`config.mk`:
```
export PLATFORM = sky130hd
export DESIGN_NAME = tick_timer
export DESIGN_NICKNAME = d
export VERILOG_FILES = /design/src/rtl/tick_timer.sv
export SDC_FILE = /design/constraint.sdc
export NUM_CORES = 1
export LEC_CHECK = 0
export BUFFER_PORTS_ARGS = -buffer_cell sky130_fd_sc_hd__buf_2
export CELL_PAD_IN_SITES_DETAIL_PLACEMENT = 0
export CELL_PAD_IN_SITES_GLOBAL_PLACEMENT = 1
export CORE_UTILIZATION = 30
export DETAILED_ROUTE_END_ITERATION = 12
export PLACE_DENSITY_LB_ADDON = 0.12
export SETUP_SLACK_MARGIN = 0.3
export SLEW_MARGIN = 40
export SYNTH_ARGS = -nofsm -noshare
export SYNTH_HDL_FRONTEND = slang
export SYNTH_SLANG_ARGS = --single-unit
```
`constraint.sdc`:
```
create_clock -name clk -period 1.96 [get_ports clk]
set_input_delay 0 -clock clk [delete_from_list [all_inputs] [get_ports clk]]
set_output_delay 0 -clock clk [all_outputs]
set_load 0.01 [all_outputs]
```
`src/rtl/tick_timer.sv`:
```
`default_nettype none
// ============================================================================
// Module   : tick_timer
// Purpose  : Programmable down-counting timer. It is clocked by clk and
//            advanced by a slow divided clock (tick_in), which is treated as
//            asynchronous. tick_in is synchronised and edge-detected into a
//            one-cycle internal tick. The timer supports one-shot and
//            periodic modes, gives a one-cycle expire pulse and keeps a
//            sticky irq flag.
// Ports    :
//   clk       in   system clock, rising edge
//   rst       in   asynchronous active-high reset
//   tick_in   in   divided clock, asynchronous to clk
//   en        in   count enable (ticks are dropped while low)
//   periodic  in   1 = auto-reload on expiry, 0 = one-shot
//   load      in   strobe: count <= reload, enter RUN (IDLE if reload == 0)
//   reload    in   reload/start value [WIDTH]
//   irq_clr   in   clears irq (an expiry in the same cycle wins)
//   count     out  current counter value [WIDTH]
//   running   out  high while in RUN
//   expire    out  one-cycle pulse when the count leaves 1
//   irq       out  sticky expiry flag
// Revision : 1.0 - initial release
// ============================================================================
module tick_timer #(
  parameter int WIDTH       = 16,
  parameter int SYNC_STAGES = 2
) (
  input  logic             clk,
  input  logic             rst,
  input  logic             tick_in,
  input  logic             en,
  input  logic             periodic,
  input  logic             load,
  input  logic [WIDTH-1:0] reload,
  input  logic             irq_clr,
  output logic [WIDTH-1:0] count,
  output logic             running,
  output logic             expire,
  output logic             irq
);

  typedef enum logic [0:0] {
    S_IDLE = 1'b0,
    S_RUN  = 1'b1
  } state_t;

  localparam logic [WIDTH-1:0] C_ONE  = WIDTH'(1);
  localparam logic [WIDTH-1:0] C_ZERO = '0;

  // --------------------------------------------------------------------------
  // Synchroniser and rising-edge detector
  // --------------------------------------------------------------------------
  logic [SYNC_STAGES-1:0] r_sync;
  logic                   r_prev;
  logic                   w_tick;

  always_ff @(posedge clk or posedge rst) begin
    if (rst) begin
      r_sync <= '0;
      r_prev <= 1'b0;
    end else begin
      r_sync <= {r_sync[SYNC_STAGES-2:0], tick_in};
      r_prev <= r_sync[SYNC_STAGES-1];
    end
  end

  // Both flops reset to 0, so tick_in held high across reset release still
  // yields exactly one tick.
  assign w_tick = r_sync[SYNC_STAGES-1] & ~r_prev;

  // --------------------------------------------------------------------------
  // Timer state
  // --------------------------------------------------------------------------
  state_t           r_state;
  state_t           w_state_nxt;
  logic [WIDTH-1:0] r_count;
  logic [WIDTH-1:0] w_count_nxt;
  logic             r_expire;
  logic             w_expire_nxt;
  logic             r_irq;
  logic             w_irq_nxt;

  always_ff @(posedge clk or posedge rst) begin
    if (rst) begin
      r_state  <= S_IDLE;
      r_count  <= C_ZERO;
      r_expire <= 1'b0;
      r_irq    <= 1'b0;
    end else begin
      r_state  <= w_state_nxt;
      r_count  <= w_count_nxt;
      r_expire <= w_expire_nxt;
      r_irq    <= w_irq_nxt;
    end
  end

  always_comb begin
    w_state_nxt  = r_state;
    w_count_nxt  = r_count;
    w_expire_nxt = 1'b0;
    // Clear is applied first so that an expiry below overrides it.
    w_irq_nxt    = r_irq & ~irq_clr;

    case (r_state)
      S_IDLE: begin
        if (load) begin
          w_count_nxt = reload;
          w_state_nxt = (reload != C_ZERO) ? S_RUN : S_IDLE;
        end
      end

      S_RUN: begin
        if (load) begin
          // A tick arriving in the same cycle is dropped.
          w_count_nxt = reload;
          w_state_nxt = (reload != C_ZERO) ? S_RUN : S_IDLE;
        end else if (w_tick && en) begin
          if (r_count > C_ONE) begin
            w_count_nxt = r_count - C_ONE;
          end else if (r_count == C_ONE) begin
            w_expire_nxt = 1'b1;
            w_irq_nxt    = 1'b1;
            if (periodic) begin
              w_count_nxt = reload;
              w_state_nxt = (reload != C_ZERO) ? S_RUN : S_IDLE;
            end else begin
              w_count_nxt = C_ZERO;
              w_state_nxt = S_IDLE;
            end
          end
          // RUN is never entered or held with count == 0, so no other case.
        end
      end

      default: begin
        w_state_nxt = S_IDLE;
      end
    endcase
  end

  assign count   = r_count;
  assign running = (r_state == S_RUN);
  assign expire  = r_expire;
  assign irq     = r_irq;

endmodule
`default_nettype wire

```
; Word level (Yosys, flattened, before mapping)
; Index checks and enable logic that the tools add are counted.
[totals]
in_bits = 23
reg_bits = 22
out_inout_bits = 19
[classes]
n_reduce_logical = 3
n_lt_le_gt_ge = 1
bitwise = 5
eq_ne = 4
addsub = 1
mux = 25
[op_table]
columns = op, count
row1 = 16-bit two-way mux, 6
row2 = 16-bit one-hot mux with 2 select lines, 1
row3 = 1-bit two-way mux, 17
row4 = 16-bit by 1-bit equality test with 1-bit output (second input constant), 1
row5 = 16-bit by 1-bit greater-than comparator with 1-bit output (second input constant), 1
row6 = 16-bit nonzero test, 1
row7 = 16-bit by 1-bit subtractor with 16-bit output (second input constant), 1
row8 = 4-bit by 2-bit != test with 1-bit output (second input constant), 1
row9 = 3-bit by 2-bit != test with 1-bit output (second input constant), 1
row10 = 1-bit NOT, 3
row11 = 3-bit AND reduction, 1
row12 = 1-bit AND, 2
row13 = 2-bit != test (second input constant), 1
row14 = 1-bit one-hot mux with 2 select lines, 1
row15 = 1-bit logical AND, 1

; Longest topological paths before layout
; Gate-level depths: netlist (run 1).
[depth]
depth_word = 8
depth_mapped = 9

; Worst setup path before layout (run 1)
; Ideal clock, no wire load.
[synth_timing]
path_type = register to register
start = register r_count[4], in the netlist count[4]
end = register r_count[4], in the netlist count[4]
path_stages_with_launch = 8
t_required_ns = 1.822
t_arrival_ns = 1.787
n_path_buf = 2
period_less_slack_ns = 1.925
path_slack_ns = 0.035
cell_sequence = dfrtp_1 > nor4_4 > nand4_2 > o21a_1 > buf_6 > buf_8 > a21oi_2 > o22ai_1
[synth_between]
elab_chain_cells = 5
elab_cells_between_ends = 9
classes_between = add/sub (1) / order compare (1) / eq/ne (2) / mux (4) / reduce/logical (1)
[synth_lines]
columns = element, line
row1 = start: declaration, 77  ; logic [WIDTH-1:0] r_count;
row2 = start signal: assignment, 92  ; r_count <= w_count_nxt;
row3 = 16-bit by 1-bit subtractor with 16-bit output or 16-bit by 1-bit greater-than comparator with 1-bit output (tied branches), "120, 119"
row4 = 16-bit two-way mux, 119  ; if (r_count > C_ONE) begin
row5 = 16-bit two-way mux, 118  ; end else if (w_tick && en) begin
row6 = 16-bit two-way mux, 114  ; if (load) begin
row7 = 16-bit one-hot mux with 2 select lines, 105  ; case (r_state)
; Parallel ways exist; a longest one is shown, timed or not. The select of a mux whose other input is x is not followed.
; A chain may end at the register's enable or synchronous reset.

; Worst setup path in the final report (run 1)
[layout_timing]
start = register r_count[4], in the netlist count[4]
end = register r_count[7], in the netlist count[7]
; The elaborated chain is that of the path after synthesis.

==> flow_metrics.env, run 1 <==
export IMPL_ys_flop_type="dfrtp_1"
export IMPL_outcome="complete, but fails checks"
export IMPL_synth_mux_area_share_pct=0
export IMPL_dr_pass1_iters=4
export IMPL_grt_max_degree=17
export IMPL_layout_setup_ws_ns=-0.0157
export IMPL_grt_pass1_vias=1676
export IMPL_avgSynthCellArea_um2=8.99
export IMPL_grt_pass1_wl_um=8200
export IMPL_rsz0062_at_grt="yes"
export IMPL_tightestPinTransition_ns=0.573
export IMPL_final_max_slew_viol_count=0
export IMPL_dr_wl_met3_um=164
export IMPL_io_buffer_count=41
export IMPL_rows=25
export IMPL_diodes=0
export IMPL_crit_fanout=5
export IMPL_violations="negative setup slack"
export IMPL_setup_viol=1
export IMPL_worst_setup_path_type="flip-flop to flip-flop"
export IMPL_gp_congestion=0.847
export IMPL_numCtsBuffers=3
export IMPL_fill_cells=436
export IMPL_antenna_found_initial=0
export IMPL_seq_area_um2=554
export IMPL_yosys_warnings=0
export IMPL_dp_cells=284
export IMPL_leakagePower_nw=1.05
export IMPL_holdCritPathClass="input port to flip-flop"
export IMPL_h_tree_depth=1
export IMPL_syn_area_um2=1470
export IMPL_syn_to_final_growth_pct=64.3
export IMPL_crit_path_end_kind="flip-flop"
export IMPL_drv_cap=0
export IMPL_crit_path_start_kind="flip-flop"
export IMPL_routed_top_layer="met4"
export IMPL_hold_violations=0
export IMPL_clockBufferDepth=2
export IMPL_placed_cell_area_um2=1880
export IMPL_coreArea_um2=4720
export IMPL_grt_ovfl_total=0
export IMPL_async_reset_ff_share_pct=100
export IMPL_worstPathRequired_ns=2.09
export IMPL_wl_met2_um=2670
export IMPL_synth_xor_area_share_pct=0
export IMPL_synthCells=164
export IMPL_relSlewSlack_pct=61.7
export IMPL_ios=42
export IMPL_avgRoutedWirePerCell_um=17.3
export IMPL_worstPathArrival_ns=2.11
export IMPL_fin_util_pct=51.3
export IMPL_place_ws_ns=0.0551
export IMPL_cts_tree="yes"
export IMPL_synth_adder_area_share_pct=1.70
export IMPL_num_vias=1668
export IMPL_fmax_mhz=506
export IMPL_multi_input_area_um2=972
export IMPL_layout_min_cycle_time_ns=1.98
export IMPL_synth_top_family_by_area="compound AO/OA/AOI/OAI gates"
export IMPL_synthSimpleGateAreaFrac_pct=23.8
export IMPL_via_per_inst=5.31
export IMPL_cts_root_buf="clkbuf_8"
export IMPL_ant_nets=0
export IMPL_finalSetupTns_ns=-0.0157
export IMPL_finalNetCount=273
export IMPL_grt_use_total_pct=20.7
export IMPL_synth_compound_area_share_pct=28.9
export IMPL_clkTransAtPathRegs_ns=0.09
export IMPL_dieArea_um2=5200
export IMPL_synth_edf_count=0
export IMPL_drt_met1_wl_um=2520
export IMPL_drt_wl_total_um=5420
export IMPL_die_w_um=72.1
export IMPL_drc_errors=0
export IMPL_die_h_um=72.1
export IMPL_final_cell_count_no_fill=314
export IMPL_clock_sinks=22
export IMPL_drt_iter0_markers=103
export IMPL_clock_latency_ns=0.27
export IMPL_clock_skew_final_ns=0.00839
export IMPL_place_hpwl_um=3490
export IMPL_fin_area_um2=2420
export IMPL_drive_gt1_share_pct=53.4
export IMPL_ys_ff_latch=22
export IMPL_synthesis_nets=189
export IMPL_finalCritPeriodShare_pct=101
export IMPL_start_util_pct=31.2
export IMPL_ir_worst_vdd_v=0.000304
export IMPL_p_per_area_nw_per_um2=768
export IMPL_synth_cell_type_count=46
export IMPL_seq_area_frac_synth_pct=37.4
[kinds of logic (layout without fill, tap and decap cells)]
kind of cell	count (synthesis)	after routing
AO/OA/AOI/OAI	58	58
adder cells (fa/ha/maj)	2	2
buffers and inverters	25	108
flip-flops	22	22
AND/OR/NAND/NOR	57	57
[cells in the final DEF (no fill, tap or decap), drive strengths merged, types with 2 or more instances in the layout]
| master | instances |
|---|---|
| o21ai | 6 |
| and4 | 2 |
| buf | 83 |
| ha | 2 |
| a21oi | 16 |
| inv | 17 |
| a32oi | 5 |
| nand3b | 2 |
| clkbuf | 4 |
| nor3 | 4 |
| a22oi | 4 |
| dlygate4sd3 | 3 |
| o22ai | 12 |
| nand2 | 11 |
| dfrtp | 22 |
| o2bb2ai | 2 |
| a22o | 2 |
| nand4 | 6 |
| nand3 | 4 |
| nor4 | 8 |
| o21bai | 2 |
| a2bb2oi | 3 |
| nor2 | 12 |
[registers in the layout, indices dropped and copies added, names as in the netlist]
register	cells
expire	1
r_prev	1
r_sync	2
count	16
running	1
irq	1
[critical path, cell delays in order, from the launching register on]
cell and delay, ns:
dfrtp_2 0.44, nor4_4 0.33, buf_4 0.18, nand4_4 0.14, o21a_4 0.27, clkbuf_16 0.17, a21oi_1 0.17, o22ai_1 0.14
[metal layers]
metal	vias up	GRT usage [%]
met5	-	0
met4	0	8.06
met3	6	2.92
met2	46	34.3
met1	824	27.2
li1	792	-
[where the power goes]
part	total [mW]	internal (mW)	switching [mW]
registers	0.606	0.519	0.0867
clock network	0.444	0.273	0.170
logic	0.809	0.392	0.417
total	1.86	1.18	0.674
[synthesized netlist by cell type (all sizes together), types with 2 or more instances]
master | instances | area share [%]
dfrtp | 22 | 37
inv | 17 | 4.3
a21oi | 16 | 8.0
nor2 | 12 | 3.1
o22ai | 12 | 5.1
nand2 | 11 | 2.8
nor4 | 8 | 5.9
buf | 6 | 3.5
nand4 | 6 | 3.0
o21ai | 6 | 2.3
a32oi | 5 | 3.0
a22oi | 4 | 2.0
nand3 | 4 | 1.7
nor3 | 4 | 1.4
a2bb2oi | 3 | 1.8
a22o | 2 | 1.2
and4 | 2 | 1.2
clkbuf | 2 | 0.51
ha | 2 | 1.7
nand3b | 2 | 1.0
o21bai | 2 | 1.0
o2bb2ai | 2 | 1.2
[what timing repair did]
item,4_1_cts,5_1_grt
buffers inserted,11,8
endpoints found under the setup margin,17,18
hold buffers,3,0
pin swaps,15,8
gates cloned,3,1
gates resized for setup,28,14
endpoints found under the hold margin,13,0
[final cells by class]
cell class / instances / area share, %
clock buffer: 3 / 1.71
sequential: 22 / 22.9
tap: 67 / 3.46
timing repair buffer: 87 / 27.9
multi-input combinational: 117 / 40.2
inverter: 17 / 2.64
clock inverter: 1 / 1.24
[path summary, 6_finish.rpt]
path / end / start / cells past startpoint / slack (ns)
max in group asynchronous: count[4] / rst / 4 / 1.15
worst max register to register: count[7] / count[4] / 7 / -0.02
worst min-delay path: count[2] / reload[2] / 3 / 0.02
worst min register to register: r_sync[1] / r_sync[0] / 0 / 0.36
min in group asynchronous: r_sync[0] / rst / 3 / 0.27
worst max-delay path: count[7] / count[4] / 7 / -0.02
[metrics by stage]
stage,hold slack (ns),total power [mW]
5_1_grt,0.0441,1.95
6_report,0.0232,1.86
2_1_floorplan,-0.0108,0.935
4_1_cts,0.0241,1.78
3_3_place_gp,0.0117,1.19
3_5_place_dp,0.0227,1.19
(Power assumes the default switching activity.)
==> run 2: changes to the inputs <==
--- a/config.mk
+++ b/config.mk
@@ -6,8 +6,10 @@
 export NUM_CORES = 1
 export LEC_CHECK = 0
 export BUFFER_PORTS_ARGS = -buffer_cell sky130_fd_sc_hd__buf_2
+export CAP_MARGIN = 10
 export CELL_PAD_IN_SITES_DETAIL_PLACEMENT = 0
 export CELL_PAD_IN_SITES_GLOBAL_PLACEMENT = 1
+export CORE_ASPECT_RATIO = 1.1
 export CORE_UTILIZATION = 30
 export DETAILED_ROUTE_END_ITERATION = 12
 export PLACE_DENSITY_LB_ADDON = 0.12
==> constraint.sdc (replaced) <==
create_clock -name clk -period 1.96 [get_ports clk]
set_input_delay 0.49 -clock clk [delete_from_list [all_inputs] [get_ports clk]]
set_output_delay 0.49 -clock clk [all_outputs]
set_load 0.01 [all_outputs]
==> flow_metrics.env, run 2 (synthesized netlist as in run 1, its figures left out) <==
export IMPL_outcome="completed"
export IMPL_finalCritPeriodShare_pct=93.8
export IMPL_worst_setup_path_type="flip-flop to flip-flop"
export IMPL_dr_pass1_iters=4
export IMPL_rows=26
export IMPL_final_max_slew_viol_count=0
export IMPL_grt_ovfl_total=0
export IMPL_avgRoutedWirePerCell_um=17.1
export IMPL_rsz0062_at_grt="yes"
export IMPL_diodes=0
export IMPL_p_seq_share_pct=33.2
export IMPL_p_int_mw=1.15
export IMPL_place_hpwl_um=3390
export IMPL_clkPwrFrac_pct=24.0
export IMPL_cts_root_buf="clkbuf_8"
export IMPL_clock_latency_ns=0.26
export IMPL_crit_path_end_kind="flip-flop"
export IMPL_top_register="count"
export IMPL_coreArea_um2=4680
export IMPL_h_tree_depth=1
export IMPL_worstPathRequired_ns=2.16
export IMPL_grt_max_degree=23
export IMPL_mostFrequentLayoutCell="buf_2"
export IMPL_setup_viol=0
export IMPL_grt_pass1_wl_um=7560
export IMPL_die_h_um=75.5
export IMPL_ir_worst_vdd_v=0.000370
export IMPL_largest_registers="count: 16 flops, r_sync: 2 flops"
export IMPL_drive_gt1_share_pct=51.3
export IMPL_grt_use_total_pct=19.9
export IMPL_fmax_mhz=544
export IMPL_cts_tree="yes"
export IMPL_layout_min_cycle_time_ns=1.84
export IMPL_final_cell_mix="buf_2 (41), dfrtp_1 (21), buf_4 (20)"
export IMPL_clock_sinks=22
export IMPL_start_util_pct=31.5
export IMPL_grt_pass1_vias=1513
export IMPL_num_vias=1597
export IMPL_worstPathArrival_ns=2.04
export IMPL_die_w_um=68.8
export IMPL_clkTransAtPathRegs_ns=0.09
export IMPL_relSlewSlack_pct=61.8
export IMPL_holdCritPathClass="input port to async pin"
export IMPL_syn_to_final_growth_pct=55.3
export IMPL_via_per_inst=5.51
export IMPL_clockBufferDepth=2
export IMPL_crit_fanout=16
export IMPL_clock_skew_final_ns=0.00254
export IMPL_largest_register_ffs=16
export IMPL_place_ws_ns=0.0559
export IMPL_drv_cap=0
export IMPL_hold_violations=0
export IMPL_antenna_found_initial=0
export IMPL_drt_wl_total_um=4970
export IMPL_postCtsHoldBufs=0
export IMPL_finalNetCount=260
export IMPL_io_buffer_count=41
export IMPL_p_comb_share_pct=42.8
export IMPL_gp_congestion=0.797
export IMPL_p_sw_uw=654
export IMPL_numCtsBuffers=3
export IMPL_p_per_area_nw_per_um2=789
export IMPL_dieArea_um2=5200
export IMPL_crit_path_start_kind="flip-flop"
export IMPL_ios=42
export IMPL_drc_errors=0
export IMPL_swShare_pct=36.2
export IMPL_finalSetupTns_ns=0
export IMPL_ant_nets=0
export IMPL_timing_hold_ws_ns=0.254
export IMPL_drt_iter0_markers=99
export IMPL_layout_setup_ws_ns=0.121
export IMPL_leakagePower_nw=0.985
export IMPL_tightestPinTransition_ns=0.571
## run 2: final timing paths
path | from | to | slack (ns) | cells after the start
max | count[11] | count[2] | 0.12 | 7
min | rst | count[10] | 0.25 | 3
max reg2reg | count[11] | count[2] | 0.12 | 7
min reg2reg | r_sync[0] | r_sync[1] | 0.35 | 0
max in group asynchronous | rst | count[3] | 1.44 | 3
min in group clk | tick_in | r_sync[0] | 0.32 | 1
## run 2: area by class of cell
cell class / instances / area (um^2)
well taps: 56 / 70.1
clock buffers: 3 / 41.3
multi-input cells: 117 / 983
clock inverters: 1 / 30.0
flip-flops and latches: 22 / 552
inverters: 17 / 63.8
repair buffers: 74 / 549
fillers: 463 / 2390
## run 2: per-stage QoR
step / power (mW) / instances / cell area (um^2) / utilization, %
2_1_floorplan: 0.935 / 164 / 1490 / -
3_3_place_gp: 1.22 / 276 / 1890 / 40.4
3_5_place_dp: 1.22 / 276 / 1890 / 40.4
4_1_cts: 1.71 / 286 / 2080 / 44.4
5_1_grt: 1.91 / 290 / 2290 / 48.9
6_report: 1.81 / 290 / 2290 / 48.9
## run 2: timing repair
action	CTS	global route
gates resized for setup	10	33
gates cloned	1	1
pin swaps	4	16
setup endpoints to repair	17	17
buffers inserted	5	3
## run 2: routing by layer
metal / up-vias / part of all wire (%) / track usage (%)
met5: - / 0 / 0
met4: 0 / 1.2 / 5.22
met3: 8 / 4.8 / 2.99
met2: 47 / 51 / 34.3
met1: 775 / 43 / 25.8
li1: 767 / - / -
## run 2: power groups by stage
stage	Clock, mW	Sequential [mW]	Combinational [mW]
floorplan	0	0.640	0.295
global placement	0	0.600	0.620
detailed placement	0	0.600	0.621
CTS	0.448	0.596	0.670
global route	0.466	0.611	0.836
finish	0.434	0.600	0.773
## run 2: critical path, cell delays in order (launching register included)
cell,delay [ns]
dfrtp_1,0.42
nor4_4,0.38
buf_4,0.20
nand4_1,0.13
a21oi_4,0.21
buf_12,0.18
o21bai_1,0.13
o2bb2ai_1,0.12
==> run 3: changes to the inputs <==
--- a/config.mk
+++ b/config.mk
@@ -6,13 +6,13 @@
 export NUM_CORES = 1
 export LEC_CHECK = 0
 export BUFFER_PORTS_ARGS = -buffer_cell sky130_fd_sc_hd__buf_2
-export CAP_MARGIN = 10
+export CAP_MARGIN = 20
 export CELL_PAD_IN_SITES_DETAIL_PLACEMENT = 0
 export CELL_PAD_IN_SITES_GLOBAL_PLACEMENT = 1
 export CORE_ASPECT_RATIO = 1.1
 export CORE_UTILIZATION = 30
 export DETAILED_ROUTE_END_ITERATION = 12
-export PLACE_DENSITY_LB_ADDON = 0.12
+export PLACE_DENSITY_LB_ADDON = 0.1
 export SETUP_SLACK_MARGIN = 0.3
 export SLEW_MARGIN = 40
 export SYNTH_ARGS = -nofsm -noshare
==> flow_metrics.env, run 3 (synthesized netlist as in run 1, its figures left out) <==
export IMPL_rrSetupSlack_ns=0.08
export IMPL_io_buffer_count=41
export IMPL_ios=42
export IMPL_relSlewSlack_pct=71.6
export IMPL_largest_registers="count: 16 flops, r_sync: 2 flops"
export IMPL_rsz0062_at_grt="yes"
export IMPL_mostFrequentLayoutCell="buf_2"
export IMPL_start_util_pct=31.5
export IMPL_worstPathArrival_ns=2.08
export IMPL_drc_errors=0
export IMPL_drt_wl_total_um=4830
export IMPL_timing_hold_ws_ns=0.252
export IMPL_place_ws_ns=0.0703
export IMPL_syn_to_final_growth_pct=39.0
export IMPL_drt_iter0_markers=84
export IMPL_dr_pass1_iters=4
export IMPL_ant_nets=0
export IMPL_fin_area_um2=2050
export IMPL_finalNetCount=258
export IMPL_finalCritPeriodShare_pct=95.8
export IMPL_p_total_mw=1.69
export IMPL_leakagePower_nw=0.915
export IMPL_drv_cap=0
export IMPL_grt_ovfl_total=0
export IMPL_layout_setup_ws_ns=0.0830
export IMPL_r2r_end="count[12]"
export IMPL_finalSetupTns_ns=0
export IMPL_rows=26
export IMPL_diodes=0
export IMPL_crit_path_start_kind="flip-flop"
export IMPL_num_vias=1579
export IMPL_grt_pass1_vias=1553
export IMPL_worst_setup_path_type="flip-flop to flip-flop"
export IMPL_outcome="completed"
export IMPL_reg2reg_from="count[11]"
export IMPL_dp_cells=273
export IMPL_holdCritPathClass="input port to async pin"
export IMPL_fill_cells=485
export IMPL_setup_viol=0
export IMPL_clock_sinks=22
export IMPL_final_cell_count_no_fill=288
export IMPL_grt_use_total_pct=19.9
export IMPL_drive_gt1_share_pct=44.0
export IMPL_cts_tree="yes"
export IMPL_ff2ff_path_depth=7
export IMPL_crit_path_end_kind="flip-flop"
export IMPL_crit_fanout=9
export IMPL_placed_cell_area_um2=1850
export IMPL_h_tree_depth=1
export IMPL_cts_root_buf="clkbuf_8"
export IMPL_multi_input_area_um2=838
export IMPL_tightestPinTransition_ns=0.424
export IMPL_hold_violations=0
export IMPL_final_cell_mix="buf_2 (41), buf_4 (27), dfrtp_1 (20)"
export IMPL_top_register="count"
export IMPL_clkTransAtPathRegs_ns=0.09
export IMPL_worstPathRequired_ns=2.16
export IMPL_coreArea_um2=4680
export IMPL_avgRoutedWirePerCell_um=16.8
export IMPL_final_max_slew_viol_count=0
export IMPL_clock_skew_final_ns=0.00313
export IMPL_grt_pass1_wl_um=7530
export IMPL_largest_register_ffs=16
export IMPL_grt_max_degree=23
export IMPL_postCtsHoldBufs=0
export IMPL_fmax_mhz=533
export IMPL_numCtsBuffers=3
export IMPL_p_per_area_nw_per_um2=827
export IMPL_ir_worst_vdd_v=0.000361
export IMPL_die_h_um=75.5
export IMPL_clock_latency_ns=0.27
export IMPL_via_per_inst=5.48
export IMPL_gp_congestion=0.833
export IMPL_die_w_um=68.8
export IMPL_clockBufferDepth=2
export IMPL_seq_area_um2=553
export IMPL_layout_min_cycle_time_ns=1.88
export IMPL_dieArea_um2=5200
export IMPL_place_hpwl_um=3450
export IMPL_antenna_found_initial=0
export IMPL_fin_util_pct=43.8
run 3: area by class of cell:
type	instances	share of cell area (%)
repair buffers	72	22.1
well taps	56	3.42
multi-input cells	117	40.9
flip-flops and latches	22	27.0
clock buffers	3	2.01
inverters	17	3.11
clock inverters	1	1.47
run 3: what timing repair did:
action                                  CTS  global route
endpoints found under the setup margin   17            17
pin swaps                                 3             2
buffers inserted                          5             4
endpoints found under the hold margin     0             0
cloned                                    2             0
resized for setup                         6            11
run 3: metal layers:
metal  track usage [%]  part of all wire (%)  vias up
met5                 0                     0        -
met4              7.71                   1.8        0
met3              2.40                   3.1        8
met2              33.7                    49       38
met1              25.7                    46      777
li1                  -                     -      756
run 3: how the worst max path moves through the flow:
stage / to / slack (ns) / start / cells past startpoint
after floorplan: count[3] / 0.07 / count[3] / 7
after global placement: count[12] / 0.06 / count[1] / 8
after detailed placement: count[12] / 0.07 / count[1] / 8
after CTS: count[12] / 0.1 / count[5] / 7
after global routing: count[11] / -0.03 / count[8] / 7
final: count[12] / 0.08 / count[11] / 7
run 3: critical path, stage by stage, from the launching register on:
cell       delay [ns]
dfrtp_1          0.41
nor4_4           0.36
buf_4            0.18
nand4_1          0.16
a21oi_4          0.26
buf_6            0.19
o21bai_1         0.12
o2bb2ai_1        0.12
run 3: where the power goes:
| group | switching [mW] | leakage, nW | internal (mW) |
|---|---|---|---|
| registers | 0.0739 | 0.267 | 0.519 |
| logic | 0.362 | 0.612 | 0.305 |
| clock network | 0.162 | 0.0357 | 0.273 |
| total | 0.598 | 0.915 | 1.10 |
